`config.mk`:
```
export PLATFORM = sky130hd
export DESIGN_NAME = core_dispatch_scoreboard_flat
export DESIGN_NICKNAME = d
export VERILOG_FILES = /design/src/rtl/core_dispatch_scoreboard_pkg.sv /design/src/rtl/core_dispatch_scoreboard_if.sv /design/src/rtl/core_dispatch_scoreboard_pipe.sv /design/src/rtl/core_dispatch_scoreboard.sv /design/src/flat_wrapper.sv
export SDC_FILE = /design/constraint.sdc
export NUM_CORES = 1
export LEC_CHECK = 0
export CAP_MARGIN = 20
export CELL_PAD_IN_SITES_DETAIL_PLACEMENT = 1
export CELL_PAD_IN_SITES_GLOBAL_PLACEMENT = 1
export CORE_MARGIN = 2
export CORE_UTILIZATION = 29
export CTS_BUF_LIST = sky130_fd_sc_hd__clkbuf_16
export CTS_CLUSTER_DIAMETER = 50
export DETAILED_ROUTE_END_ITERATION = 16
export PLACE_DENSITY = 0.89
export SETUP_SLACK_MARGIN = 0.2
export SLEW_MARGIN = 40
export SYNTH_ARGS = -nofsm -noshare
export SYNTH_HDL_FRONTEND = slang
export SYNTH_SLANG_ARGS = --single-unit
export TNS_END_PERCENT = 1
```
`constraint.sdc`:
```
create_clock -name clk -period 1.75 [get_ports clk]
set_clock_uncertainty 0.15 [all_clocks]
set_input_delay 0.175 -clock clk [delete_from_list [all_inputs] [get_ports clk]]
set_output_delay 0.175 -clock clk [all_outputs]
set_load 0.03 [all_outputs]
```
`src/rtl/core_dispatch_scoreboard_pkg.sv`:
```
// Shared micro-architecture types for the dispatch scoreboard.
// Provides register index / mask types, EU selector encoding, latency
// defaults, the LDST tracking record and a one-hot decode helper.
package uarch;

   localparam int unsigned REG_W           = 4;
   localparam int unsigned NUM_REGS        = 16;
   localparam int unsigned ALU_LATENCY_DEF = 1;
   localparam int unsigned MUL_LATENCY_DEF = 3;

   typedef logic [REG_W-1:0]    reg_num;
   typedef logic [NUM_REGS-1:0] hword;

   typedef enum logic [1:0] {
      EU_ALU  = 2'd0,
      EU_MUL  = 2'd1,
      EU_LDST = 2'd2
   } eu_sel;

   // Single outstanding load/store op.
   typedef struct packed {
      logic   pending;
      logic   wb;
      reg_num rd;
   } ldst_ent;

   // One-hot decode of a register index, gated by a valid bit.
   function automatic hword decode(input logic v, input reg_num r);
      return hword'(v) << r;
   endfunction

endpackage

```
`src/rtl/core_dispatch_scoreboard_if.sv`:
```
// Dispatch <-> scoreboard bundle.
// master: dispatch side (drives issue/flush/done, reads masks).
// slave : scoreboard side (reads issue/flush/done, drives masks/busy).
interface core_dispatch_scoreboard_if;
   import uarch::*;

   logic       flush;
   logic       issue_a;
   logic       issue_b;
   logic       wb_a;
   logic       wb_b;
   reg_num     rd_a;
   reg_num     rd_b;
   logic [1:0] eu_a;
   logic [1:0] eu_b;
   logic       ldst_done;

   hword       mask_alu_a;
   hword       mask_alu_b;
   hword       mask_mul;
   hword       mask_ldst;
   hword       mask_busy;
   logic       ldst_busy;

   modport master (
      output flush, issue_a, issue_b, wb_a, wb_b, rd_a, rd_b, eu_a, eu_b, ldst_done,
      input  mask_alu_a, mask_alu_b, mask_mul, mask_ldst, mask_busy, ldst_busy
   );

   modport slave (
      input  flush, issue_a, issue_b, wb_a, wb_b, rd_a, rd_b, eu_a, eu_b, ldst_done,
      output mask_alu_a, mask_alu_b, mask_mul, mask_ldst, mask_busy, ldst_busy
   );

endinterface

```
`src/rtl/core_dispatch_scoreboard_pipe.sv`:
```
// Fixed-depth delay line of {valid, rd} entries with synchronous clear.
// Ports: clk, rst_n (async active-low), clr (sync clear of all entries),
//        in_valid/in_rd (entry shifted in each cycle), mask (OR of decoded
//        valid entries).
module core_dispatch_scoreboard_pipe
   import uarch::*;
#(
   parameter int unsigned DEPTH = 1
) (
   input  logic   clk,
   input  logic   rst_n,
   input  logic   clr,
   input  logic   in_valid,
   input  reg_num in_rd,
   output hword   mask
);

   logic [DEPTH-1:0] vld;
   reg_num           rd_q [DEPTH];

   // Shift line; an entry lives exactly DEPTH cycles.
   always_ff @(posedge clk or negedge rst_n) begin
      if (!rst_n) begin
         vld <= '0;
         for (int i = 0; i < int'(DEPTH); i++) rd_q[i] <= '0;
      end else if (clr) begin
         vld <= '0;
      end else begin
         vld[0]  <= in_valid;
         rd_q[0] <= in_rd;
         for (int i = 1; i < int'(DEPTH); i++) begin
            vld[i]  <= vld[i-1];
            rd_q[i] <= rd_q[i-1];
         end
      end
   end

   // Mask is rebuilt from live entries every cycle.
   always_comb begin
      mask = '0;
      for (int i = 0; i < int'(DEPTH); i++) mask = mask | decode(vld[i], rd_q[i]);
   end

endmodule

```
`src/rtl/core_dispatch_scoreboard.sv`:
```
// Pending-write scoreboard between dual-issue dispatch and writeback.
// Ports: clk, rst_n (async active-low), sb (slave modport): issue lanes A/B
//        with wb/rd/eu, flush, ldst_done in; per-EU pending masks, combined
//        busy mask and ldst_busy out. Outputs depend only on stored entries.
module core_dispatch_scoreboard
   import uarch::*;
#(
   parameter int unsigned ALU_LATENCY = ALU_LATENCY_DEF,
   parameter int unsigned MUL_LATENCY = MUL_LATENCY_DEF
) (
   input logic                     clk,
   input logic                     rst_n,
   core_dispatch_scoreboard_if.slave sb
);

   logic    rec_a, rec_b;
   logic    alu_a_v, alu_b_v;
   logic    mul_a, mul_b, mul_v;
   reg_num  mul_rd;
   logic    ldst_a, ldst_b;
   ldst_ent ldst_q, ldst_d;

   // Issues in a flush cycle are dropped on every unit.
   assign rec_a   = sb.issue_a && !sb.flush;
   assign rec_b   = sb.issue_b && !sb.flush;

   assign alu_a_v = rec_a && sb.wb_a && (sb.eu_a == EU_ALU);
   assign alu_b_v = rec_b && sb.wb_b && (sb.eu_b == EU_ALU);

   // Shared multiplier: lane A wins a (disallowed) double issue.
   assign mul_a   = rec_a && (sb.eu_a == EU_MUL);
   assign mul_b   = rec_b && (sb.eu_b == EU_MUL);
   assign mul_v   = mul_a ? sb.wb_a : (mul_b && sb.wb_b);
   assign mul_rd  = mul_a ? sb.rd_a : sb.rd_b;

   assign ldst_a  = rec_a && (sb.eu_a == EU_LDST);
   assign ldst_b  = rec_b && (sb.eu_b == EU_LDST);

   core_dispatch_scoreboard_pipe #(.DEPTH(ALU_LATENCY)) u_alu_a (
      .clk      (clk),
      .rst_n    (rst_n),
      .clr      (sb.flush),
      .in_valid (alu_a_v),
      .in_rd    (sb.rd_a),
      .mask     (sb.mask_alu_a)
   );

   core_dispatch_scoreboard_pipe #(.DEPTH(ALU_LATENCY)) u_alu_b (
      .clk      (clk),
      .rst_n    (rst_n),
      .clr      (sb.flush),
      .in_valid (alu_b_v),
      .in_rd    (sb.rd_b),
      .mask     (sb.mask_alu_b)
   );

   core_dispatch_scoreboard_pipe #(.DEPTH(MUL_LATENCY)) u_mul (
      .clk      (clk),
      .rst_n    (rst_n),
      .clr      (sb.flush),
      .in_valid (mul_v),
      .in_rd    (mul_rd),
      .mask     (sb.mask_mul)
   );

   // LDST record register; survives flush.
   always_ff @(posedge clk or negedge rst_n) begin
      if (!rst_n) ldst_q <= '0;
      else        ldst_q <= ldst_d;
   end

   // New op is taken when idle or when completing in the same cycle;
   // an issue while busy without done leaves the record untouched.
   always_comb begin
      ldst_d = ldst_q;
      if ((ldst_a || ldst_b) && (!ldst_q.pending || sb.ldst_done)) begin
         ldst_d.pending = 1'b1;
         ldst_d.wb      = ldst_a ? sb.wb_a : sb.wb_b;
         ldst_d.rd      = ldst_a ? sb.rd_a : sb.rd_b;
      end else if (sb.ldst_done) begin
         ldst_d.pending = 1'b0;
      end
   end

   assign sb.mask_ldst = decode(ldst_q.pending && ldst_q.wb, ldst_q.rd);
   assign sb.ldst_busy = ldst_q.pending;
   assign sb.mask_busy = sb.mask_alu_a | sb.mask_alu_b | sb.mask_mul | sb.mask_ldst;

   a_dual_mul: assert property (@(posedge clk) disable iff (!rst_n)
      !(sb.issue_a && sb.issue_b && (sb.eu_a == EU_MUL) && (sb.eu_b == EU_MUL)))
      else $error("two MUL issues in one cycle");

   a_ldst_busy: assert property (@(posedge clk) disable iff (!rst_n)
      !((ldst_a || ldst_b) && ldst_q.pending && !sb.ldst_done))
      else $error("LDST issue while load/store unit busy");

   a_eu_legal: assert property (@(posedge clk) disable iff (!rst_n)
      !((sb.issue_a && (sb.eu_a == 2'd3)) || (sb.issue_b && (sb.eu_b == 2'd3))))
      else $error("illegal EU select");

endmodule

```
`src/flat_wrapper.sv`:
```
// flat-port wrapper written by rule: the top's interface ports become plain ports
module core_dispatch_scoreboard_flat import uarch::*;
#(
   parameter int unsigned ALU_LATENCY = ALU_LATENCY_DEF,
   parameter int unsigned MUL_LATENCY = MUL_LATENCY_DEF
)
  (clk, rst_n, sb_flush, sb_issue_a, sb_issue_b, sb_wb_a, sb_wb_b, sb_rd_a, sb_rd_b, sb_eu_a, sb_eu_b, sb_ldst_done, sb_mask_alu_a, sb_mask_alu_b, sb_mask_mul, sb_mask_ldst, sb_mask_busy, sb_ldst_busy);
  core_dispatch_scoreboard_if sb_i ();
  input logic clk;
  input logic rst_n;
  input wire logic [$bits(sb_i.flush)-1:0] sb_flush;
  input wire logic [$bits(sb_i.issue_a)-1:0] sb_issue_a;
  input wire logic [$bits(sb_i.issue_b)-1:0] sb_issue_b;
  input wire logic [$bits(sb_i.wb_a)-1:0] sb_wb_a;
  input wire logic [$bits(sb_i.wb_b)-1:0] sb_wb_b;
  input wire logic [$bits(sb_i.rd_a)-1:0] sb_rd_a;
  input wire logic [$bits(sb_i.rd_b)-1:0] sb_rd_b;
  input wire logic [$bits(sb_i.eu_a)-1:0] sb_eu_a;
  input wire logic [$bits(sb_i.eu_b)-1:0] sb_eu_b;
  input wire logic [$bits(sb_i.ldst_done)-1:0] sb_ldst_done;
  output wire logic [$bits(sb_i.mask_alu_a)-1:0] sb_mask_alu_a;
  output wire logic [$bits(sb_i.mask_alu_b)-1:0] sb_mask_alu_b;
  output wire logic [$bits(sb_i.mask_mul)-1:0] sb_mask_mul;
  output wire logic [$bits(sb_i.mask_ldst)-1:0] sb_mask_ldst;
  output wire logic [$bits(sb_i.mask_busy)-1:0] sb_mask_busy;
  output wire logic [$bits(sb_i.ldst_busy)-1:0] sb_ldst_busy;
  assign sb_i.flush = sb_flush;
  assign sb_i.issue_a = sb_issue_a;
  assign sb_i.issue_b = sb_issue_b;
  assign sb_i.wb_a = sb_wb_a;
  assign sb_i.wb_b = sb_wb_b;
  assign sb_i.rd_a = sb_rd_a;
  assign sb_i.rd_b = sb_rd_b;
  assign sb_i.eu_a = sb_eu_a;
  assign sb_i.eu_b = sb_eu_b;
  assign sb_i.ldst_done = sb_ldst_done;
  assign sb_mask_alu_a = sb_i.mask_alu_a;
  assign sb_mask_alu_b = sb_i.mask_alu_b;
  assign sb_mask_mul = sb_i.mask_mul;
  assign sb_mask_ldst = sb_i.mask_ldst;
  assign sb_mask_busy = sb_i.mask_busy;
  assign sb_ldst_busy = sb_i.ldst_busy;
  core_dispatch_scoreboard #(.ALU_LATENCY(ALU_LATENCY), .MUL_LATENCY(MUL_LATENCY)) u_core (.clk(clk), .rst_n(rst_n), .sb(sb_i));
endmodule
```
==> qor.yml, run 1 <==
status: "finished, violations left"
violations: "negative setup slack"
syn-instance-count: 269
worst_setup_path_start_kind: "flop"
wl_per_cell_um: 31.03
syn_area_um2: 2176
path_class: "flop to primary output"
clk-insertion-delay-late_ns: 0.28
cts_buffer_depth: 2
rows: 31
viasPerCell: 6.255
p_leak_uw: 0.002435
die_w_um: 90.62
synth_edf_count: 0
overflow: 0
p_per_area_nw_per_um2: 578.7
critPathMaxFanout: 5
dp_cells: 579
port_buffers: 100
reg2reg_slack_ns: 0.31
drive_gt1_frac: 0.7289
fin_crit_sh: 1.415
dp_hpwl_um: 10800
irDropWorstVdd_mv: 0.7858
rsz0062_at_grt: "yes"
cp-end-kind: "primary output"
rr_startpoint: "u_core.u_mul.rd_q[11]$_DFFE_PN0N_"
vias: 3803
ys.flop_type: "dfrtp_1"
cp_data_required_time_ns: 1.42
ys_ff_latch: 31
worstHoldStart: "sb_eu_a[0]"
hold_path_depth: 2
yosysSeqAreaShare: 0.3565
diodes: 0
grt.total_usage: 0.3876
htreeDepth: 2
drtIter0Drc: 309
tns_ns: -29.26
rr_worst_depth: 4
min_to: "u_core.u_alu_a.vld$_DFF_PN0_"
ys_types: 34
syn_to_final_growth_pct: 130.8
yosys_warnings: 0
cp.arrival_ns: 2.15
hold_class: "input port to flop"
tightestPinTransition_ns: 0.6226
finalSetupViolCount: 80
setup_slack_ns: -0.7268
drc: 0
avgSynthCellArea_um2: 8.089
dieArea_um2: 8212
grt_pass1_wl_um: 24380
utilization: 0.6924
tritoncts: "done"
antenna_found_initial: 0
drtPass1Iterations: 6
fin_cells: 608
reg2reg_to: "u_core.u_mul.rd_q[11]$_DFFE_PN0N_"
cts_made_buffers: 5
relSlewSlack: 0.5831
max_freq_mhz: 403.7
pre_cts_slack_ns: -0.7463
num-nets-final: 528
hold_viol_final: 0
syn_nets: 289
gp_congestion: 0.9643
clk_transition_reported_paths_ns: 0.06
cts_hold_buf: 0
initial_core_util: 0.3000
clock_sinks: 31
cts_root_buf: "clkbuf_16"
dieHeight_um: 90.62
period_needed_ns: 2.477
num_io_pins: 101
ys_async_sr_fraction: 1.000
grt_pass1_vias: 4038
core_um2: 7253
grt_max_degree: 32
drv_cap: 0
wl_um: 18870
slew_violations: 0
ant_nets: 0
cell usage after synthesis, types with 2 or more instances:
master    count  area [µm²]
nor2b_1       8       50.05
a32oi_1       3       26.28
o22ai_1       6       37.54
dfrtp_1      31       775.7
a221o_1       4       40.04
or3b_2        2       17.52
buf_4         2       15.01
nand2b_1     11       68.82
nand3b_1      7       52.55
nor3_1       20       100.1
nand3_1      26       130.1
inv_1         2       7.510
nor4bb_1      4       40.04
mux2_2       14       157.7
nor2_1       45       168.9
a21o_1        3       22.52
nand4b_1      2       17.52
nor3b_1       7       52.55
a21oi_1       2       10.01
a211o_1       3       26.28
or4_1        14       105.1
nand2_1      29       108.9
o21ai_0       4       20.02
buf_2         4       20.02
a31o_1        2       17.52
clkbuf_1      6       22.52
routing by layer:
layer  routed length (µm)  vias up  track usage  share of wire
met5                    0        -            0              0
met4                 1892        0       0.2897           0.10
met3                 1744      161      0.08264          0.092
met2                 8946      363       0.6847           0.47
met1                 6286     1814       0.4003           0.33
li1                     -     1465            -              -
critical path: stages (launching register included):
cell and delay [ns]:
dfrtp_2 0.44, buf_4 0.16, nor3b_2 0.52, nand2_1 0.19
nand2_2 0.14, or4_4 0.13, clkdlybuf4s15_2 0.29
metrics by stage:
stage	instance area, µm²	hold WS (ns)	power (µW)
after floorplan	2367	-0.2706	1264
after global placement	4215	0.4033	1624
after detailed placement	4215	0.4311	1709
after CTS	4633	0.1630	2616
after global routing	5022	0.07935	2961
final	5022	0.07008	2906
worst max path at each step:
stage,from,end,slack [ns],cells after the start
detailed placement,u_core.u_mul.vld[1]$_DFF_PN0_,sb_mask_busy[0],-0.75,5
CTS,u_core.u_mul.rd_q[11]$_DFFE_PN0N_,sb_mask_busy[9],-0.64,5
finish,u_core.u_mul.rd_q[11]$_DFFE_PN0N_,sb_mask_busy[2],-0.73,6
global placement,u_core.u_mul.rd_q[2]$_DFFE_PN0N_,sb_mask_busy[2],-0.64,6
global route,u_core.u_mul.vld[0]$_DFF_PN0_,sb_mask_busy[8],-0.73,6
floorplan,u_core.u_mul.rd_q[11]$_DFFE_PN0N_,sb_mask_busy[9],-0.14,3
layout by cell type, fill, tap and decap left out, types with 12 or more instances in the layout:
| master | instances |
|---|---|
| dfrtp_2 | 19 |
| buf_6 | 41 |
| nor2_1 | 18 |
| or4_4 | 14 |
| buf_4 | 176 |
| nand3_1 | 20 |
| dfrtp_1 | 12 |
| mux2_2 | 14 |
| nand2_1 | 24 |
| clkdlybuf4s50_1 | 15 |
| nor2_2 | 16 |
power by group:
group / switching, µW / internal [µW]
Sequential: 200 / 815
Clock: 340 / 519
Combinational: 557 / 476
area by class of cell:
cell class	count	area (µm²)
Fill cell	810	2231
Timing Repair Buffer	245	2061
Multi-Input combinational cell	223	1889
Sequential cell	31	799.5
Clock buffer	5	125.1
Tap cell	99	123.9
Clock inverter	3	16.27
Inverter	2	7.507
sequential cells by signal, indices dropped and copies added, names as in the netlist:
| name | count |
|---|---|
| u_core.u_mul.vld | 3 |
| u_core.u_alu_b.vld | 1 |
| u_core.ldst_q | 5 |
| u_core.u_alu_a.rd_q | 4 |
| u_core.sb.ldst_busy | 1 |
| u_core.u_alu_b.rd_q | 4 |
| u_core.u_mul.rd_q | 12 |
| u_core.u_alu_a.vld | 1 |
logic make-up (layout without fill, tap and decap cells):
kind of cell,after synthesis,count (layout),share of synthesized area
AO/OA/AOI/OAI,29,29,0.1001
buffers and inverters,15,255,0.03162
flip-flops,31,31,0.3565
multiplexers,14,14,0.07245
AND/OR/NAND/NOR,180,180,0.4393
what timing repair did:
item | CTS | global route
buffers inserted | 7 | 14
setup endpoints to repair | 86 | 89
resized for setup | 114 | 96
pin swaps | 12 | 21
endpoints found under the hold margin | 0 | 0
Power figures use the tool's default switching activity.
==> run 2, diff against run 1 <==
--- a/config.mk
+++ b/config.mk
@@ -5,7 +5,6 @@
 export SDC_FILE = /design/constraint.sdc
 export NUM_CORES = 1
 export LEC_CHECK = 0
-export CAP_MARGIN = 20
 export CELL_PAD_IN_SITES_DETAIL_PLACEMENT = 1
 export CELL_PAD_IN_SITES_GLOBAL_PLACEMENT = 1
 export CORE_MARGIN = 2
@@ -15,7 +14,7 @@
 export DETAILED_ROUTE_END_ITERATION = 16
 export PLACE_DENSITY = 0.89
 export SETUP_SLACK_MARGIN = 0.2
-export SLEW_MARGIN = 40
+export SLEW_MARGIN = 10
 export SYNTH_ARGS = -nofsm -noshare
 export SYNTH_HDL_FRONTEND = slang
 export SYNTH_SLANG_ARGS = --single-unit
==> results of run 2 <==
No change in the layout: final DEF, timing and power equal those of run 1.
==> run 3, diff against run 2 <==
--- a/config.mk
+++ b/config.mk
@@ -12,8 +12,9 @@
 export CTS_BUF_LIST = sky130_fd_sc_hd__clkbuf_16
 export CTS_CLUSTER_DIAMETER = 50
 export DETAILED_ROUTE_END_ITERATION = 16
+export HOLD_SLACK_MARGIN = 0.03
 export PLACE_DENSITY = 0.89
-export SETUP_SLACK_MARGIN = 0.2
+export SETUP_SLACK_MARGIN = 0.5
 export SLEW_MARGIN = 10
 export SYNTH_ARGS = -nofsm -noshare
 export SYNTH_HDL_FRONTEND = slang
==> run 3 against run 2 <==
  * Highest routed layer unchanged
  * Maximum frequency decreased by 0.51%
  * Sequential power about the same
  * Clock power increased by 1%
  * Combinational power increased by 5%
  * Global-route usage increased by 2.5 points
  * Die area unchanged
  * Worst setup slack got worse by 0.013 ns
  * The run still ends with negative setup slack left
  * Flip-flop and latch count unchanged
  * Largest power group unchanged
==> qor.yml, run 3 (synthesis gave the netlist of run 1 again) <==
status: "finished, violations left"
violations: "negative setup slack"
tightestPinTransition_ns: 0.4400
drive_gt1_frac: 0.7402
relSlewSlack: 0.7027
p_total_uw: 2974
rr_worst_depth: 4
htreeDepth: 2
worstHoldStart: "sb_eu_b[0]"
hold_ws_ns: 0.1423
gp_congestion: 0.9643
fin_crit_sh: 1.423
grt_pass1_wl_um: 25500
setup_slack_ns: -0.7396
hold_viol_final: 0
utilization: 0.6933
place_area_um2: 4215
num-nets-final: 531
finalSetupViolCount: 80
fill_cells: 807
antenna_found_initial: 0
wl_um: 19690
dieHeight_um: 90.62
tritoncts: "done"
port_buffers: 100
critPathMaxFanout: 4
overflow: 0
worst_setup_path_start_kind: "flop"
rr_startpoint: "u_core.u_mul.rd_q[11]$_DFFE_PN0N_"
critPathLaunch: "u_core.u_mul.vld[0]$_DFF_PN0_"
die_w_um: 90.62
drtIter0Drc: 368
irDropWorstVdd_mv: 0.8001
dp_cells: 579
mostFrequentLayoutCells: "180 x buf_4, 37 x buf_6, 24 x nand2_1"
cp-end-kind: "primary output"
clk_transition_reported_paths_ns: 0.05
diodes: 0
largest_reg_flops: 12
initial_core_util: 0.3000
slew_violations: 0
vias: 3899
rows: 31
drc: 0
hold_class: "input port to flop"
fin_area_um2: 5029
grt_max_degree: 32
final_common_cell: "buf_4"
period_needed_ns: 2.490
dieArea_um2: 8212
drv_cap: 0
reg.largest.list: "u_core.u_mul.rd_q x12, u_core.ldst_q x5"
max_freq_mhz: 401.7
largest_register: "u_core.u_mul.rd_q"
syn_to_final_growth_pct: 131.1
clock_sinks: 31
grt_pass1_vias: 4143
viasPerCell: 6.381
p_leak_uw: 0.002419
path_class: "flop to primary output"
cts_buffer_depth: 2
grt.total_usage: 0.4129
rsz0062_at_grt: "yes"
clk-insertion-delay-late_ns: 0.28
num_io_pins: 101
core_um2: 7253
cts_made_buffers: 5
dp_hpwl_um: 10800
cp.arrival_ns: 2.16
hold_path_depth: 3
cp_data_required_time_ns: 1.42
drtPass1Iterations: 7
fin_cells: 611
cts_root_buf: "clkbuf_16"
ant_nets: 0
wl_per_cell_um: 32.23
p_per_area_nw_per_um2: 591.4
-- run 3: stage by stage --
| stage | worst slack [ns] | TNS [ns] |
|---|---|---|
| after floorplan | -0.1361 | -1.483 |
| after global placement | -0.6370 | -8.606 |
| after detailed placement | -0.7463 | -10.95 |
| after CTS | -0.6379 | -20.67 |
| after global routing | -0.7448 | -30.13 |
| final | -0.7396 | -28.86 |
-- run 3: critical path: stages (launching register included) --
cell     delay (ns)
dfrtp_2        0.44
and3_4         0.24
buf_6          0.12
a211o_4        0.32
or4_4          0.58
buf_6          0.18
-- run 3: area by class of cell --
| class | count | area (µm²) | share of cell area |
|---|---|---|---|
| inverter | 2 | 7.507 | 0.001493 |
| multi-input combinational | 223 | 1891 | 0.3760 |
| clock inverter | 3 | 16.27 | 0.003235 |
| sequential | 31 | 799.5 | 0.1590 |
| tap | 99 | 123.9 | 0.02463 |
| timing repair buffer | 248 | 2066 | 0.4108 |
| clock buffer | 5 | 125.1 | 0.02488 |
-- run 3: metal layers --
metal,wire length [µm],global-route usage,vias to the layer above
met5,0,0,-
met2,9071,0.6978,405
met4,2077,0.3641,0
met3,2022,0.1469,179
li1,-,-,1470
met1,6520,0.3935,1845
-- run 3: worst paths after layout --
kind                            slack, ns                                end
worst max-delay path                -0.74                    sb_mask_busy[9]
worst min-delay path                 0.14       u_core.u_alu_b.vld$_DFF_PN0_
worst max register to register       0.27  u_core.u_mul.rd_q[11]$_DFFE_PN0N_
worst min register to register       0.46      u_core.u_mul.vld[2]$_DFF_PN0_
max in group asynchronous            0.97    u_core.sb.ldst_busy$_DFFE_PN0P_
min in group asynchronous            0.16      u_core.u_mul.vld[2]$_DFF_PN0_
-- run 3: power by group --
| group | total, µW | internal (µW) | switching (µW) | leakage, µW |
|---|---|---|---|---|
| Combinational | 1080 | 494 | 584 | 0.00199 |
| Clock | 869 | 519 | 350 | 0.0000710 |
| Sequential | 1030 | 815 | 211 | 0.000360 |
-- run 3: timing repair --
action | in CTS | in global routing
setup buffers | 7 | 17
setup endpoints to repair | 107 | 93
pin swaps | 16 | 17
resized for setup | 140 | 68
hold buffers | 0 | 0
